File: src/rtl/axis_pkt_rr_arb.sv
// axis_pkt_rr_arb: packet-locked round-robin arbiter sharing one AXI-Stream sink between N requesters.
// Define AXIS_ARB_TID_EN to add the m_tid source-index output.
module axis_pkt_rr_arb #(
  parameter int N = 4,
  parameter int DW = 32,
  localparam int IW = $clog2(N)
) (
  input  logic            clk,
  input  logic            rst,
  input  logic [N-1:0]    s_tvalid,
  output logic [N-1:0]    s_tready,
  input  logic [N*DW-1:0] s_tdata,
  input  logic [N-1:0]    s_tlast,
  output logic            m_tvalid,
  input  logic            m_tready,
  output logic [DW-1:0]   m_tdata,
  output logic            m_tlast,
  output logic            grant_vld,
`ifdef AXIS_ARB_TID_EN
  output logic [IW-1:0]   m_tid,
`endif
  output logic [IW-1:0]   grant_idx
);
  typedef enum logic {IDLE, LOCK} state_t;
  state_t state_q, state_d;
  logic grant_vld_q, grant_vld_d;
  logic [IW-1:0] grant_idx_q, grant_idx_d, ptr_q, ptr_d, sel, cand;
  logic lock;
  assign lock = state_q == LOCK;
  assign grant_vld = grant_vld_q;
  assign grant_idx = grant_idx_q;
  assign m_tvalid = lock & s_tvalid[grant_idx_q];
  assign m_tlast = lock & s_tlast[grant_idx_q];
  assign m_tdata = m_tvalid ? s_tdata[grant_idx_q*DW +: DW] : '0;
`ifdef AXIS_ARB_TID_EN
  assign m_tid = lock ? grant_idx_q : '0;
`endif
  always_comb begin
    s_tready = '0;
    s_tready[grant_idx_q] = lock & m_tready;
  end
  // Scan from the farthest candidate back to ptr so the nearest valid one wins.
  always_comb begin
    sel = '0;
    cand = '0;
    for (int k = N - 1; k >= 0; k--) begin
      cand = IW'((int'(ptr_q) + k) % N);
      if (s_tvalid[cand]) sel = cand;
    end
  end
  always_comb begin
    state_d = state_q;
    grant_vld_d = grant_vld_q;
    grant_idx_d = grant_idx_q;
    ptr_d = ptr_q;
    if (!lock && |s_tvalid) begin
      state_d = LOCK;
      grant_vld_d = 1'b1;
      grant_idx_d = sel;
    end else if (lock && m_tvalid && m_tready && m_tlast) begin
      state_d = IDLE;
      grant_vld_d = 1'b0;
      ptr_d = grant_idx_q == IW'(N - 1) ? '0 : grant_idx_q + 1'b1;
    end
  end
  always_ff @(posedge clk or posedge rst) begin
    if (rst) begin
      state_q <= IDLE;
      grant_vld_q <= 1'b0;
      grant_idx_q <= '0;
      ptr_q <= '0;
    end else begin
      state_q <= state_d;
      grant_vld_q <= grant_vld_d;
      grant_idx_q <= grant_idx_d;
      ptr_q <= ptr_d;
    end
  end
endmodule
File: config.mk
export PLATFORM = sky130hd
export DESIGN_NAME = axis_pkt_rr_arb
export DESIGN_NICKNAME = d
export VERILOG_FILES = /design/src/rtl/axis_pkt_rr_arb.sv
export SDC_FILE = /design/constraint.sdc
export NUM_CORES = 1
export LEC_CHECK = 0
export CORE_UTILIZATION = 26
export DETAILED_ROUTE_END_ITERATION = 7
export PLACE_DENSITY = 0.85
export REMOVE_ABC_BUFFERS = 1
export SLEW_MARGIN = 20
export SYNTH_ARGS = -nofsm -noshare
export SYNTH_HDL_FRONTEND = slang
export SYNTH_SLANG_ARGS = --single-unit
File: constraint.sdc
create_clock -name clk -period 1.9 [get_ports clk]
set_input_delay 0.285 -clock clk [delete_from_list [all_inputs] [get_ports clk]]
set_output_delay 0.285 -clock clk [all_outputs]
set_load 0.02 [all_outputs]
## Word-level counts from Yosys, hierarchy flattened

Index checks and enable logic that the tools add are counted.

| operators by class | value |
|---|---|
| multiplexer cells | 22 |
| reductions and logical operators | 9 |
| equal/unequal tests | 1 |
| add/subtract/negate cells | 4 |
| shift operators | 1 |
| bitwise gates (word level) | 5 |
| $lt $le $gt $ge | 6 |

Operators with widths:

| kind | count |
|---|---|
| $shiftx A128 B8 Y32 | 1 |
| $mux W32 | 1 |
| $lt A2 B3 Y1 const B | 5 |
| $bmux W1 S2 | 6 |
| $mux W2 | 5 |
| $mux W1 | 9 |
| $logic_and A1 B1 Y1 | 5 |
| $add A2 B1 Y2 const B | 2 |
| $add A2 B2 Y2 const B | 2 |
| $and A4 B4 Y4 | 1 |
| $reduce_or A4 Y1 | 1 |
| $and A1 B1 Y1 | 3 |
| $demux W1 S2 | 1 |
| $eq A2 B2 Y1 const B | 1 |
| $ge A2 B1 Y1 const B | 1 |
| $reduce_and A2 Y1 | 1 |
| $reduce_bool A2 Y1 | 1 |
| $logic_not A1 Y1 | 1 |
| $not A1 Y1 | 1 |

| word-level totals | value |
|---|---|
| output and inout bits | 41 |
| bits in registers | 5 |
| logic and storage cells | 51 |

## Depth between registers and ports, before layout

| logic depth | value |
|---|---|
| depth after elaboration | 8 |
| gate-level depth with buffers | 5 |

## Least setup slack after synthesis

No wires, ideal clock.

| path | value |
|---|---|
| path kind | reg-to-output |
| start | reg grant_idx_q[0], in the netlist grant_idx[0] |
| end | out m_tdata[24] |
| required time | 1615 ps |
| stages on the path, launching flop included | 5 |
| data arrival time | 1715 ps |
| setup slack | -100 ps |
| cells stage by stage | dfrtp_1 buf_6 buf_2 mux4_2 and3_1 |

| between the ends | value |
|---|---|
| cells in the longest elaborated chain, start to end | 4 |

RTL lines:

| element | RTL line | text |
|---|---|---|
| from (decl) | 27 | `logic [IW-1:0] grant_idx_q, grant_idx_d, ptr_q, ptr_d, sel, cand;` |
| from (signal assigned) | 75 | `grant_idx_q <= grant_idx_d;` |
| parallel branches: the longest is 3 deep, another holds $shiftx A128 B8 Y32 | - |  |
| $mux W32 * | 34 | `assign m_tdata = m_tvalid ? s_tdata[grant_idx_q*DW +: DW] : '0;` |
| to (decl) | 16 | `output logic [DW-1:0] m_tdata,` |

Mark *: on every way between the ends. The select of a mux whose other input is x is not followed.

## Worst setup path in the final report

| path | value |
|---|---|
| start | reg grant_idx_q[0], in the netlist grant_idx[0] |
| end | out m_tdata[20] |

Same word-level chain as after synthesis.

==> parameters.txt <==
Parameter                              Value

Status
  Outcome ... finished with violations
  Violations in the final reports ... negative setup slack

Floorplan
  Cell Rows ... 26
  Initial core utilization ... 0.275
  Die width ... 76.0 µm
  DIE HEIGHT ... 76.0 µm
  Die Footprint ... 5770 µm²
  Number of primary I/O pins ... 180
  Core area ... 5170 µm²

Synthesis
  Register area share after synthesis ... 0.0880
  Synth top area cells ... sky130_fd_sc_hd__mux4_2 54%, sky130_fd_sc_hd__and3_1 16%, sky130_fd_sc_hd__dfrtp_1 8.8%
  Library cell occupying the most area in the post-synthesis netlist ... sky130_fd_sc_hd__mux4_2
  Top cell types by occurrence after synthesis ... 36 x sky130_fd_sc_hd__and3_1, 34 x sky130_fd_sc_hd__mux4_2, 6 x sky130_fd_sc_hd__clkbuf_1, 6 x sky130_fd_sc_hd__inv_1, 5 x sky130_fd_sc_hd__dfrtp_1
  Yosys cell types ... 28
  Warnings from Yosys ... 0
  Post-synthesis area per instance ... 11.4 µm²
  Async set or reset register ratio after synthesis ... 1.00
  Synthesized area ... 1420 µm²
  Cell with the most instances after synthesis ... sky130_fd_sc_hd__and3_1
  Number of flops mapped to enable cells by yosys ... 0
  Synth Register Bits ... 5
  Proportion of netlist area held by the largest area contributor ... 0.538
  Number of instances in the synthesized netlist ... 125
  Top_reg_cell synth ... sky130_fd_sc_hd__dfrtp_1

Job
  Max Cap Violations ... 0

Power
  Share of total power in the clock network ... 0.037
  Power consumption ... 0.00541 W
  Worst IR Drop VDD ... 0.856 mV
  Internal power component ... 0.00334 W
  Leak ... 1.59 nW
  Power share of the sequential group ... 0.040
  Power share of the combinational group ... 0.923
  Switching power ... 0.00207 W
  Switching share of power ... 0.383
  Power density normalized to cell area ... 1370 nW/µm²

STA
  Worst Max-Slew Pin Slew ... 533 ps
  Unrepaired setup endpoints after global routing ... true
  Worst-case setup margin in the final layout ... -227 ps
  Total negative setup slack ... -6850 ps
  Maximum achievable frequency ... 0.470 GHz
  Clk_skew ... 0.256 ps
  Crit path time final ... 2130 ps
  Max-slew violation count ... 0
  Setup violation total in the final timing report ... 38
  Portion of the clock cycle consumed by the worst path in the final layout ... 1.12
  Relative max-transition margin ... 0.641
  Final Hold Vio Count ... 0

Clock network
  CTS clock-pin slew for the worst setup and hold paths ... 40 ps
  Cts bufs inserted ... 3
  Clock tree sinks ... 5
  Insertion delay to the later sink of the worst-skew pair ... 220 ps
  CTS H-tree depth ... 1
  CTS tree ... done
  Root buf cell ... sky130_fd_sc_hd__clkbuf_8
  Clock tree buffer depth ... 2

Placement
  Buffers on Ports ... 179
  Weighted congestion reported at the end of routability-driven placement ... 0.817
  Post-place instance area ... 3430 µm²
  Detail Placement HPWL ... 5070 µm
  Instance count after placement with tap cells included ... 376
  Pre-CTS worst setup slack ... -535 ps

Critical path
  Critical Setup Path Class ... reg -> out
  Worst r2r path cells ... 7
  Worst Setup Start Kind ... flip-flop
  FF-to-FF End ... ptr_q[1]$_DFFE_PP0P_
  Critical Path, Cell by Cell ... buf_6 > mux4_2 > buf_12 > buf_12 > and3_4 > buf_6
  Family of cells with the greatest summed delay on the critical path ... multiplexers
  Critical Path Sink Type ... output pin
  Buffers & Inverters on Critical Path ... 4
  End point of the critical path ... m_tdata[20]
  Delay contributed by the slowest stage of the critical path ... 550 ps
  Req. time, crit path ... 1620 ps
  Worst-path fanout max ... 9
  CP Depth ... 6
  Worst reg2reg startpoint ... grant_idx[0]$_DFFE_PP0P_
  Worst setup path startpoint ... grant_idx[0]$_DFFE_PP0P_
  CP arrival ... 1840 ps
  Slowest cell on the critical path ... sky130_fd_sc_hd__mux4_2
  Minimum setup slack among reg-to-reg paths ... -50 ps

Final layout
  Sequential cell area in the final layout ... 126 µm²
  Growth of design area from synthesis to finish ... 178%
  Number of nets in the finished design ... 467
  Design Area, Final ... 3950 µm²
  Share of layout cells above drive strength 1 ... 0.458
  Number of antenna cells inserted ... 0
  Area of combinational cells with multiple inputs ... 1400 µm²
  Non-filler instance count after layout ... 393
  Number of filler instances in the final layout ... 339

Detailed routing
  Metal3 WL ... 497 µm
  Routed metal-1 wirelength ... 2490 µm
  Detailed router's first-iteration violation count ... 33
  Amount of wire on met2 after detailed routing ... 3830 µm
  Count of TritonRoute iterations in the first routing pass ... 5
  Routed vias ... 2,009
  Highest metal layer with signal wires ... met4
  Total routed wirelength ... 6940 µm
  Post-detailed-route count of antenna-violating nets ... 0
  Vias per cell ... 5.11
  Average detailed-routed wire length per instance ... 17.7 µm
  DRC violation count after routing ... 0

GRT
  Aggregate global-route resource usage ... 0.243
  Via count of the first global-routing pass ... 2,365
  Global-route wire length before repair ... 11,100 µm
  Maximum number of pins on one net before global-route repair ... 23
  Initial antenna violation count ... 0
  Total grt overflow ... 0

Worst hold path
  Class of the worst hold path ... in -> async
-- layout make-up --
type	instances	share of cell area
flip-flops and latches	5	0.0320
repair buffers	209	0.575
multi-input cells	99	0.354
well taps	70	0.0222
inverters	6	0.00570
clock buffers	4	0.0114
-- cell usage in the layout (no fill, tap or decap), drive strengths merged --
cell           netlist  final
clkdlybuf4s50        0    136
buf                  8     67
and3                36     36
mux4                34     34
inv                  6      6
dlygate4sd2          0      5
dfrtp                5      5
clkbuf               7      5
a21oi                4      4
ha                   4      4
nand2                4      4
o21ai                3      3
a21boi               2      2
nor4                 1      1
nor2                 1      1
o21a                 1      1
o221ai               1      1
nand4                1      1
o31ai                1      1
nor2b                1      1
o21bai               1      1
nand2b               1      1
o22a                 1      1
and2                 1      1
mux2                 1      1
-- cells by family after synthesis --
logic type                 after synthesis  synth area share
buffers and inverters                   21            0.0695
muxes                                   35             0.546
adders and majority gates                4            0.0352
and+or+nand+nor                         46             0.198
AOI/OAI and AO/OA                       14            0.0633
DFF                                      5            0.0880
-- timing repair --
action,CTS,global route
endpoints found under the hold margin,0,0
cloned,5,1
pin swaps,0,1
hold buffers,0,0
endpoints found under the setup margin,40,40
gates resized for setup,280,8
buffers inserted,7,1
-- through the flow --
stage,hold WS (ps),utilization
after global routing,269,0.764
after CTS,266,0.757
after floorplan,63.5,-
after global placement,493,0.663
final,261,0.764
after detailed placement,501,0.663
-- how the worst min path moves through the flow --
stage | slack (ps) | endpoint | cells past startpoint
after floorplan | 60 | grant_idx[0]$_DFFE_PP0P_ | 1
after global placement | 490 | grant_idx[1]$_DFFE_PP0P_ | 2
after detailed placement | 500 | ptr_q[1]$_DFFE_PP0P_ | 2
after CTS | 270 | ptr_q[1]$_DFFE_PP0P_ | 2
after global routing | 270 | ptr_q[1]$_DFFE_PP0P_ | 2
final | 260 | ptr_q[1]$_DFFE_PP0P_ | 2
-- registers in the layout, summed over array words and instances, names as in the netlist --
name,cells
grant_idx,2
lock,1
ptr_q,2
-- metal layers --
metal,vias to the layer above,track usage
met5,-,0
met4,0,0.0731
met3,13,0.0503
met2,126,0.478
met1,951,0.257
li1,919,-
-- power by group through the flow --
stage	clock network [W]	logic, W	registers (W)
2_1_floorplan	0	0.00171	0.000496
3_3_place_gp	0	0.00367	0.000246
3_5_place_dp	0	0.00371	0.000256
4_1_cts	0.000204	0.00495	0.000213
5_1_grt	0.000216	0.00527	0.000223
6_report	0.000200	0.00499	0.000215
(Power assumes the default switching activity.)
